[config.mk]
export PLATFORM = sky130hd
export DESIGN_NAME = snow64_alu_issue_stage
export DESIGN_NICKNAME = d
export VERILOG_FILES = /design/src/rtl/snow64_alu_issue_stage.sv
export SDC_FILE = /design/constraint.sdc
export NUM_CORES = 1
export LEC_CHECK = 0
export BUFFER_PORTS_ARGS = -buffer_cell sky130_fd_sc_hd__clkbuf_2
export CELL_PAD_IN_SITES_DETAIL_PLACEMENT = 2
export CELL_PAD_IN_SITES_GLOBAL_PLACEMENT = 2
export CORE_ASPECT_RATIO = 1.5
export CORE_MARGIN = 4
export CORE_UTILIZATION = 37
export CTS_BUF_LIST = sky130_fd_sc_hd__clkbuf_8
export DETAILED_ROUTE_END_ITERATION = 8
export GPL_TIMING_DRIVEN = 0
export HOLD_SLACK_MARGIN = 0.05
export PLACE_DENSITY = 0.81
export SLEW_MARGIN = 10
export SYNTH_ARGS = -nofsm -noshare
export SYNTH_HDL_FRONTEND = slang
export SYNTH_SLANG_ARGS = --single-unit
[constraint.sdc]
create_clock -name clk -period 8.7 [get_ports clk]
set_clock_uncertainty 0.2 [all_clocks]
set_input_delay 0 -clock clk [delete_from_list [all_inputs] [get_ports clk]]
set_output_delay 0 -clock clk [all_outputs]
set_load 0.01 [all_outputs]
[src/rtl/snow64_alu_issue_stage.sv]
// Buffered issue stage in front of the combinational snow64_alu: request FIFO plus registered result slot.
// Optional SNOW64_ALU_ISSUE_OPER_CHECK_EN flags reserved opcodes (OpDummy0-4) as illegal.
module snow64_alu_issue_stage #(
    parameter int FIFO_DEPTH = 2,
    parameter int TAG_WIDTH  = 4
) (
    input  logic                 clk,
    input  logic                 rst,
    input  logic                 in_valid,
    output logic                 in_ready,
    input  logic [63:0]          in_a,
    input  logic [63:0]          in_b,
    input  logic [3:0]           in_oper,
    input  logic [1:0]           in_type_size,
    input  logic                 in_signedness,
    input  logic [TAG_WIDTH-1:0] in_tag,
    output logic [63:0]          alu_a,
    output logic [63:0]          alu_b,
    output logic [3:0]           alu_oper,
    output logic [1:0]           alu_type_size,
    output logic                 alu_signedness,
    input  logic [63:0]          alu_data,
    output logic                 out_valid,
    input  logic                 out_ready,
    output logic [63:0]          out_data,
    output logic [TAG_WIDTH-1:0] out_tag,
    output logic                 out_illegal
);

    localparam int PW = (FIFO_DEPTH > 2) ? 2 : 1;
    localparam int CW = PW + 1;
    localparam logic [CW-1:0] DEPTH_C = CW'(FIFO_DEPTH);
    localparam logic [PW-1:0] LAST_C  = PW'(FIFO_DEPTH - 1);

    logic [63:0]          a_mem    [FIFO_DEPTH];
    logic [63:0]          b_mem    [FIFO_DEPTH];
    logic [3:0]           oper_mem [FIFO_DEPTH];
    logic [1:0]           size_mem [FIFO_DEPTH];
    logic                 sign_mem [FIFO_DEPTH];
    logic [TAG_WIDTH-1:0] tag_mem  [FIFO_DEPTH];

    logic [PW-1:0] wr_ptr;
    logic [PW-1:0] rd_ptr;
    logic [CW-1:0] count;
    logic          head_valid;
    logic          push;
    logic          pop;
    logic          head_illegal;
    logic [63:0]   load_data;

    // Ready depends only on registered occupancy, never on out_ready.
    assign in_ready   = !rst && (count < DEPTH_C);
    assign head_valid = (count != '0);
    assign push       = in_valid && in_ready;
    assign pop        = head_valid && (!out_valid || out_ready);

    always_comb begin
        alu_a          = '0;
        alu_b          = '0;
        alu_oper       = '0;
        alu_type_size  = '0;
        alu_signedness = 1'b0;
        if (head_valid) begin
            alu_a          = a_mem[rd_ptr];
            alu_b          = b_mem[rd_ptr];
            alu_oper       = oper_mem[rd_ptr];
            alu_type_size  = size_mem[rd_ptr];
            alu_signedness = sign_mem[rd_ptr];
        end
    end

    always_ff @(posedge clk) begin
        if (push) begin
            a_mem[wr_ptr]    <= in_a;
            b_mem[wr_ptr]    <= in_b;
            oper_mem[wr_ptr] <= in_oper;
            size_mem[wr_ptr] <= in_type_size;
            sign_mem[wr_ptr] <= in_signedness;
            tag_mem[wr_ptr]  <= in_tag;
        end
    end

    always_ff @(posedge clk or posedge rst) begin
        if (rst) begin
            wr_ptr <= '0;
            rd_ptr <= '0;
            count  <= '0;
        end else begin
            if (push) begin
                wr_ptr <= (wr_ptr == LAST_C) ? '0 : wr_ptr + 1'b1;
            end
            if (pop) begin
                rd_ptr <= (rd_ptr == LAST_C) ? '0 : rd_ptr + 1'b1;
            end
            unique case ({push, pop})
                2'b10:   count <= count + 1'b1;
                2'b01:   count <= count - 1'b1;
                default: count <= count;
            endcase
        end
    end

`ifdef SNOW64_ALU_ISSUE_OPER_CHECK_EN
    assign head_illegal = alu_oper inside {4'd3, 4'd4, 4'd13, 4'd14, 4'd15};
    assign load_data    = head_illegal ? 64'd0 : alu_data;

    always_ff @(posedge clk or posedge rst) begin
        if (rst) begin
            out_illegal <= 1'b0;
        end else if (pop) begin
            out_illegal <= head_illegal;
        end
    end
`else
    assign head_illegal = 1'b0;
    assign load_data    = alu_data;
    assign out_illegal  = head_illegal;
`endif

    // Result slot: load on pop, drop valid once consumed with nothing behind it.
    always_ff @(posedge clk or posedge rst) begin
        if (rst) begin
            out_valid <= 1'b0;
            out_data  <= '0;
            out_tag   <= '0;
        end else if (pop) begin
            out_valid <= 1'b1;
            out_data  <= load_data;
            out_tag   <= tag_mem[rd_ptr];
        end else if (out_ready) begin
            out_valid <= 1'b0;
        end
    end

endmodule

==> results.json, run 1 <==
{
  "dp_slack_ns": 6.14,
  "die_h_um": 240,
  "postCtsSetupBuffers": 0,
  "io-pin-count": 413,
  "synthCells": 750,
  "max-clock-path-buffers": 3,
  "syn_avg_cell_area_um2": 17.7,
  "place_congestion": 0.753,
  "yosysSeqAreaShare_pct": 76.8,
  "placedInstanceArea_um2": 16100,
  "start_util_pct": 37.6,
  "root_buffer": "clkbuf_8",
  "io_buffer_count": 411,
  "netlist_area_um2": 13200,
  "stop_stage": "clock tree synthesis",
  "first-error": "[ERROR RSZ-0060] Max buffer count reached.",
  "synth_cell_types": 19,
  "numCtsBuffers": 54,
  "rows": 84,
  "ys_warn_count": 0,
  "htreeDepth": 2,
  "syn_nets": 958,
  "status": "stopped before the end",
  "cts_hold_buf": 349,
  "die_w_um": 162,
  "dpl.hpwl_um": 31300,
  "yosys_register_bits": 351,
  "cts-resized-gates": 0,
  "cts.sinks": 351
}
cells in the mapped netlist:
library cell	number	area, um^2
inv_1	3	11.3
and3_1	1	6.26
nor2_1	139	522
buf_6	5	56.3
mux2i_1	135	1350
xor2_1	2	17.5
clkbuf_4	1	7.51
buf_2	12	60.1
mux2_1	5	56.3
ha_1	1	12.5
conb_1	1	3.75
a21oi_4	1	16.3
dfrtp_1	73	1830
buf_4	21	158
mux2_2	67	754
edfxtp_1	278	8350
nand2_1	1	3.75
o21ai_0	1	5.00
xnor2_1	3	26.3
cells by family after synthesis:
kind of cell,after synthesis,share of synthesized area (%)
flops,351,76.8
buf+inv,42,2.21
other cells,1,0.0283
simple gates,141,4.02
compound gates,2,0.161
mux,207,16.3
fa+ha+maj,1,0.0945
xor+xnor,5,0.331
stage by stage:
stage                     TNS (ns)  std cells  utilization (%)  hold WS [ns]
after global placement     -334.34       1634             45.1       -0.0101
after detailed placement         0       1643             45.8        -0.178
after floorplan                  0        750                -        -0.140
==> run 2: changes to the inputs <==
CELL_PAD_IN_SITES_DETAIL_PLACEMENT = not set   (was 2)
CELL_PAD_IN_SITES_GLOBAL_PLACEMENT = not set   (was 2)
CORE_ASPECT_RATIO = not set   (was 1.5)
CORE_UTILIZATION = 40   (was 37)
CTS_BUF_LIST = not set   (was sky130_fd_sc_hd__clkbuf_8)
HOLD_SLACK_MARGIN = not set   (was 0.05)
PLACE_DENSITY = not set   (was 0.81)
PLACE_DENSITY_LB_ADDON = 0.15   (was not set)
==> results.json, run 2 <==
{
  "status": "finished clean",
  "place_congestion": 0.736,
  "drc_errors": 0,
  "io-pin-count": 413,
  "final-setup-viol-count": 0,
  "finalHoldViolCount": 0,
  "max-cap-violations": 0,
  "cts.clk_slew.worst_paths_ns": 0.06,
  "die_w_um": 190,
  "synth.area.top_cells": "edfxtp_1 63%, dfrtp_1 14%, mux2i_1 10%",
  "vias": 8656,
  "placedInstanceArea_um2": 16100,
  "synth_cell_types": 19,
  "p_total_uw": 5990,
  "start_util_pct": 40.6,
  "htreeDepth": 2,
  "seqCellArea_um2": 10200,
  "final_cell_mix": "411 x clkbuf_2, 278 x edfxtp_1, 220 x dlygate4sd3_1",
  "critical_path.max_fanout": 26,
  "root_buffer": "clkbuf_16",
  "yosysTopAreaCell": "edfxtp_1",
  "clk_latency_ns": 0.50,
  "fillers": 2552,
  "wl_um": 33300,
  "cts.sinks": 351,
  "drt_iter0_drc": 363,
  "hp-class": "input pin to register",
  "ys_async_sr_fraction_pct": 20.8,
  "multi_input_area_um2": 2790,
  "syn2layout_area_growth_pct": 47.2,
  "grt_setup_unrepaired": "no",
  "setup.worst_path.end_class": "register",
  "antenna_left": 0,
  "cts_tree": "done",
  "grt_antenna_before_repair": 2,
  "ys_warn_count": 0,
  "yosys_register_bits": 351,
  "coreArea_um2": 32600,
  "vias_per_cell": 4.56,
  "leakage_uw": 0.00832,
  "tns_ns": 0,
  "wl_per_cell_um": 17.6,
  "synth_most_common_cell": "edfxtp_1",
  "largestRegisters": "a_mem (128), b_mem (128), out_data (64)",
  "power_density_nw_per_um2": 307,
  "utilization_pct": 59.8,
  "layout_commonest_cell": "clkbuf_2",
  "required_ns": 8.71,
  "slew_violations": 0,
  "nNetsFinal": 1637,
  "critPathArrivalTime_ns": 2.60,
  "netlist_area_um2": 13200,
  "dieArea_um2": 36100,
  "drive_gt1_share_pct": 39.9,
  "maxSlewHeadroom_pct": 48.4,
  "design_area_um2": 19500,
  "yosysSeqAreaShare_pct": 76.8,
  "synthCells": 750,
  "dr.pass1.iters": 4,
  "io_buffer_count": 411,
  "max-clock-path-buffers": 3,
  "period_minus_slack_ns": 2.59,
  "worst_pin_slew_ns": 0.774,
  "crit_type": "register to register",
  "ir_drop_v": 0.000183,
  "grt_max_degree": 53,
  "synthFlopType": "edfxtp_1",
  "dpl.hpwl_um": 22600,
  "postCtsSetupBuffers": 0,
  "synth_top_cell_area_share_pct": 63.0,
  "syn_nets": 958,
  "final.period_utilization_pct": 29.8,
  "grt_pass1_wl_um": 50000,
  "synth_edf_count": 278,
  "synth_commonest_cells": "278 x edfxtp_1, 139 x nor2_1, 135 x mux2i_1",
  "fmax_ghz": 0.386,
  "worst_setup_path_start_kind": "register",
  "grtUsageTotal_pct": 17.7,
  "rows": 66,
  "die_h_um": 190,
  "syn_avg_cell_area_um2": 17.7,
  "first_global_vias": 9106,
  "numCtsBuffers": 38,
  "grt_overflow": 0
}
[run 2: worst max-delay path: stages, from the launching register on]
cell and delay (ns):
dfrtp_1 0.40, nor2_1 0.17, nand2_1 0.17, nor2_4 0.62
buf_12 0.28, buf_12 0.21, buf_12 0.20
[run 2: routing by layer]
| metal | global-route usage (%) | vias to the layer above | wire, um |
|---|---|---|---|
| met5 | 0 | - | 0 |
| met3 | 4.00 | 52 | 2160 |
| met4 | 5.45 | 0 | 802 |
| met2 | 30.8 | 277 | 16900 |
| li1 | - | 4121 | - |
| met1 | 22.1 | 4206 | 13400 |
[run 2: final cells by class]
cell class,count,area share (%)
tap,442,2.84
antenna,1,0.0128
multi-input combinational,357,14.3
clock buffer,51,5.72
inverter,3,0.0706
clock inverter,15,0.623
timing repair buffer,639,22.8
buffer,39,1.44
sequential,351,52.2
[run 2: final timing paths]
path / slack, ns / startpoint / cells past startpoint / to
hold reg to reg: 0.29 / out_data[33]$_DFFE_PP0P_ / 1 / out_data[33]$_DFFE_PP0P_
setup / recovery: 6.11 / count[1]$_DFFE_PP0P_ / 6 / a_mem[0][16]$_DFFE_PP_
max in group asynchronous: 7.32 / rst / 5 / out_data[10]$_DFFE_PP0P_
min in group asynchronous: 0.42 / rst / 4 / out_data[19]$_DFFE_PP0P_
setup reg to reg: 6.11 / count[1]$_DFFE_PP0P_ / 6 / a_mem[0][16]$_DFFE_PP_
hold / removal: 0.02 / in_b[28] / 2 / b_mem[0][28]$_DFFE_PP_
[run 2: per-stage QoR]
step           hold WS [ns]  setup WS (ns)  cells
3_3_place_gp        -0.0114          -2.38   1603
2_1_floorplan        -0.140           1.31    750
5_1_grt             0.00958           5.91   1898
3_5_place_dp         -0.212           6.08   1611
6_report             0.0181           6.11   1898
4_1_cts            0.000676           6.06   1897
[run 2: cell families after synthesis]
| group | share of synthesized area, % |
|---|---|
| AOI/OAI and AO/OA | 0.161 |
| xor gates and xnor gates | 0.331 |
| adders and majority gates | 0.0945 |
| buffers and inverters | 2.21 |
| DFF | 76.8 |
| muxes | 16.3 |
| other | 0.0283 |
| and+or+nand+nor | 4.02 |
[run 2: power by group]
part / internal (uW) / switching, uW / leakage [uW]
combinational: 963 / 1210 / 0.00435
clock: 955 / 616 / 0.000603
sequential: 2130 / 115 / 0.00337
total: 4050 / 1940 / 0.00832
[run 2: what timing repair did]
action,in CTS,in global routing
hold buffers,220,0
resized for setup,0,0
hold endpoints to repair,443,0
No activity file was read; power rests on OpenSTA's default activity.
==> run 3: changes to the inputs <==
clock period = 2.4 ns   (was 8.7 ns; I/O delays follow)
==> results.json, run 3 (synthesized netlist as in run 2, its figures left out) <==
{
  "status": "finished clean",
  "first_global_vias": 9208,
  "min_from": "in_b[6]",
  "fmax_ghz": 0.448,
  "clk_latency_ns": 0.51,
  "cts.clk_slew.worst_paths_ns": 0.06,
  "die_h_um": 190,
  "crit_type": "register to output pin",
  "vias": 8688,
  "period_minus_slack_ns": 2.23,
  "ir_drop_v": 0.000657,
  "drive_gt1_share_pct": 40.8,
  "setup.worst_path.end_class": "output pin",
  "htreeDepth": 2,
  "tns_ns": 0,
  "fillers": 2522,
  "vias_per_cell": 4.57,
  "coreArea_um2": 32600,
  "wl_um": 32900,
  "grt_setup_unrepaired": "no",
  "die_w_um": 190,
  "placedInstanceArea_um2": 16100,
  "r2r_cells": 6,
  "wl_per_cell_um": 17.3,
  "r2r_slack_ns": 0.18,
  "cts.sinks": 351,
  "timing.rr.end": "a_mem[0][5]$_DFFE_PP_",
  "drc_errors": 0,
  "rows": 66,
  "finalHoldViolCount": 0,
  "multi_input_area_um2": 2800,
  "start_util_pct": 40.6,
  "leakage_uw": 0.00838,
  "power_density_nw_per_um2": 1130,
  "grt_overflow": 0,
  "critical_path.max_fanout": 10,
  "required_ns": 2.20,
  "grt_antenna_before_repair": 1,
  "grt_max_degree": 55,
  "grtUsageTotal_pct": 17.5,
  "root_buffer": "clkbuf_16",
  "worst_setup_path_start_kind": "register",
  "place_congestion": 0.740,
  "io_buffer_count": 411,
  "numCtsBuffers": 39,
  "max-clock-path-buffers": 3,
  "largestRegisters": "a_mem (128), b_mem (128), out_data (64)",
  "nNetsFinal": 1635,
  "max-cap-violations": 0,
  "hp-class": "input pin to register",
  "utilization_pct": 60.1,
  "syn2layout_area_growth_pct": 48.0,
  "slew_violations": 0,
  "seqCellArea_um2": 10200,
  "final-setup-viol-count": 0,
  "grt_pass1_wl_um": 50100,
  "design_area_um2": 19600,
  "io-pin-count": 413,
  "final.period_utilization_pct": 93.0,
  "dpl.hpwl_um": 22900,
  "layout_commonest_cell": "clkbuf_2",
  "hold_depth": 2,
  "antenna_left": 0,
  "dieArea_um2": 36100,
  "hold_end": "b_mem[1][6]$_DFFE_PP_",
  "critPathArrivalTime_ns": 2.03,
  "r2r_start": "count[1]$_DFFE_PP0P_",
  "drt_iter0_drc": 374,
  "cts_tree": "done",
  "final_cell_mix": "411 x clkbuf_2, 278 x edfxtp_1, 215 x dlygate4sd3_1",
  "dr.pass1.iters": 4
}
run 3: cell types whose count changed in the layout (fill, tap and decap cells not counted), moves of 2 or more:
cell           previous run  this run
dlygate4sd3_1           220       215
nor2_1                  138       136
clkinv_1                  8         6
clkinv_4                  0         2
clkinv_2                  3        10
buf_16                    3         5
buf_2                    12        10
bufinv_16                 2         5
run 3: area by class of cell:
class                   instances  area share, %
inverters                       3         0.0702
clock buffers                  48           5.47
repair buffers                636           22.7
flip-flops and latches        351           51.9
clock inverters                23           1.23
multi-input cells             357           14.3
plain buffers                  39           1.48
well taps                     442           2.82
diodes                          1         0.0128
run 3: power by group:
group / internal, uW / total [uW] / leakage [uW] / switching [uW]
combinational: 3530 / 7930 / 0.00435 / 4400
clock: 3710 / 5980 / 0.000653 / 2270
sequential: 7720 / 8160 / 0.00337 / 435
total: 15000 / 22100 / 0.00838 / 7110
run 3: what timing repair did:
| action | 4_1_cts | 5_1_grt |
|---|---|---|
| endpoints found under the setup margin | 40 | 30 |
| resized for setup | 2 | 2 |
| setup buffers | 0 | 0 |
| hold buffers | 215 | 0 |
| hold endpoints to repair | 505 | 0 |
run 3: stage by stage:
stage / hold WS (ns) / power [uW] / cells / setup slack (ns)
2_1_floorplan: -0.172 / 12700 / 750 / -0.944
3_3_place_gp: -0.0117 / 15900 / 1603 / -2.25
3_5_place_dp: -0.195 / 16000 / 1613 / 0.186
4_1_cts: 0.000553 / 22400 / 1899 / 0.00205
5_1_grt: 0.00250 / 23300 / 1900 / 0.0141
6_report: 0.0219 / 22100 / 1900 / 0.168
run 3: critical path: stages, from the launching register on:
cell      delay [ns]
dfrtp_1         0.31
buf_2           0.18
clkbuf_4        0.28
buf_4           0.26
mux2i_1         0.27
nor2_1          0.09
clkbuf_2        0.13
run 3: worst max path at each step:
| stage | from | to | cells after the start |
|---|---|---|---|
| after CTS | rd_ptr$_DFFE_PP0P_ | alu_a[38] | 6 |
| final | rd_ptr$_DFFE_PP0P_ | alu_a[38] | 6 |
| after global placement | count[1]$_DFFE_PP0P_ | a_mem[0][17]$_DFFE_PP_ | 3 |
| after detailed placement | count[1]$_DFFE_PP0P_ | a_mem[0][16]$_DFFE_PP_ | 6 |
| after global routing | count[1]$_DFFE_PP0P_ | alu_b[14] | 6 |
| after floorplan | count[1]$_DFFE_PP0P_ | a_mem[0][0]$_DFFE_PP_ | 3 |
run 3: routing by layer:
metal / track usage (%) / part of all wire [%] / vias to the layer above
li1: - / - / 4115
met1: 21.9 / 40 / 4223
met2: 30.1 / 50 / 296
met3: 5.03 / 7.8 / 54
met4: 4.67 / 2.0 / 0
met5: 0 / 0 / -
==> run 4: changes to the inputs <==
TNS_END_PERCENT = 30   (was not set)
clock period = 2.6 ns   (was 2.4 ns; I/O delays follow)
==> results.json, run 4 (synthesized netlist as in run 2, its figures left out) <==
{
  "status": "finished clean",
  "syn2layout_area_growth_pct": 47.9,
  "final-setup-viol-count": 0,
  "io_buffer_count": 411,
  "clk_latency_ns": 0.51,
  "drc_errors": 0,
  "postCtsSetupBuffers": 0,
  "critPathArrivalTime_ns": 2.20,
  "max-cap-violations": 0,
  "grtUsageTotal_pct": 17.5,
  "leakage_uw": 0.00838,
  "rows": 66,
  "drt_iter0_drc": 385,
  "htreeDepth": 2,
  "drive_gt1_share_pct": 40.7,
  "final_cell_mix": "411 x clkbuf_2, 278 x edfxtp_1, 215 x dlygate4sd3_1",
  "hold_depth": 2,
  "setup_slack_ns": 0.204,
  "critical_path.max_fanout": 10,
  "power_density_nw_per_um2": 1040,
  "finalHoldViolCount": 0,
  "vias_per_cell": 4.58,
  "r2r_cells": 6,
  "final.period_utilization_pct": 92.2,
  "tns_ns": 0,
  "whs_ns": 0.0222,
  "wl_um": 32900,
  "grt_max_degree": 55,
  "dp_slack_ns": 0.386,
  "crit_type": "register to output pin",
  "cts.clk_slew.worst_paths_ns": 0.06,
  "numCtsBuffers": 39,
  "largestRegisters": "a_mem (128), b_mem (128), out_data (64)",
  "placedInstanceArea_um2": 16100,
  "die_w_um": 190,
  "p_total_uw": 20400,
  "period_minus_slack_ns": 2.40,
  "cts.sinks": 351,
  "start_util_pct": 40.6,
  "antenna_left": 0,
  "vias": 8701,
  "required_ns": 2.40,
  "grt_antenna_before_repair": 1,
  "io-pin-count": 413,
  "place_congestion": 0.740,
  "dpl.hpwl_um": 22900,
  "die_h_um": 190,
  "hp-class": "input pin to register",
  "coreArea_um2": 32600,
  "dr.pass1.iters": 4,
  "dieArea_um2": 36100,
  "root_buffer": "clkbuf_16",
  "wl_per_cell_um": 17.3,
  "layout_commonest_cell": "clkbuf_2",
  "worst_setup_path_start_kind": "register",
  "first_global_vias": 9208,
  "grt_pass1_wl_um": 50100,
  "fmax_ghz": 0.417,
  "slew_violations": 0,
  "design_area_um2": 19600,
  "cts_tree": "done",
  "nNetsFinal": 1635,
  "ir_drop_v": 0.000605,
  "grt_overflow": 0,
  "max-clock-path-buffers": 3,
  "setup.worst_path.end_class": "output pin",
  "grt_setup_unrepaired": "no"
}
==> run 4: cell count changes in the layout (fill, tap and decap cells not counted) <==
cell and change:
nor2_2 -1, buf_6 -1, buf_2 +1, nor2_1 +1
==> run 4: final timing paths <==
| check | end | slack [ns] | from |
|---|---|---|---|
| max | alu_b[17] | 0.20 | count[1]$_DFFE_PP0P_ |
| min in group asynchronous | count[0]$_DFFE_PP0P_ | 0.43 | rst |
| min | b_mem[1][6]$_DFFE_PP_ | 0.02 | in_b[6] |
| min reg2reg | out_data[32]$_DFFE_PP0P_ | 0.29 | out_data[32]$_DFFE_PP0P_ |
| max in group asynchronous | out_data[27]$_DFFE_PP0P_ | 1.22 | rst |
| max reg2reg | a_mem[0][5]$_DFFE_PP_ | 0.39 | count[1]$_DFFE_PP0P_ |
==> run 4: worst max-delay path, cell delays in order (launching register included) <==
cell and delay (ns):
dfrtp_1 0.43, nor2_1 0.23, clkbuf_4 0.32, buf_4 0.23, buf_4 0.22, nor2_1 0.10
clkbuf_2 0.15
==> run 4: final cells by class <==
type | instances | area (um^2)
antenna | 1 | 2.50
clock buffer | 48 | 1070
clock inverter | 23 | 240
inverter | 3 | 13.8
sequential | 351 | 10200
buffer | 39 | 284
timing repair buffer | 636 | 4450
multi-input combinational | 357 | 2800
fill | 2523 | 13000
tap | 442 | 553
==> run 4: per-layer routing <==
| layer | routed length [um] | vias up | part of all wire (%) | global-route usage, % |
|---|---|---|---|---|
| li1 | - | 4117 | - | - |
| met1 | 13200 | 4219 | 40 | 21.9 |
| met2 | 16500 | 309 | 50 | 30.1 |
| met3 | 2610 | 56 | 7.9 | 5.03 |
| met4 | 674 | 0 | 2.0 | 4.67 |
| met5 | 0 | - | 0 | 0 |
==> run 4: stage by stage <==
step           cells  util, %
2_1_floorplan    750        -
3_3_place_gp    1603     48.7
3_5_place_dp    1613     49.4
4_1_cts         1899     60.0
5_1_grt         1900     60.0
6_report        1900     60.0
==> run 4: report_power, final <==
part	internal, uW	total, uW	switching (uW)
registers	7130	7530	400
logic	3250	7310	4070
clock network	3420	5510	2090
total	13800	20400	6560
==> run 4: what timing repair did <==
| item | 4_1_cts | 5_1_grt |
|---|---|---|
| hold buffers | 215 | 0 |
| endpoints found under the setup margin | 0 | 9 |
| hold endpoints to repair | 505 | 0 |
| gates resized for setup | 0 | 1 |
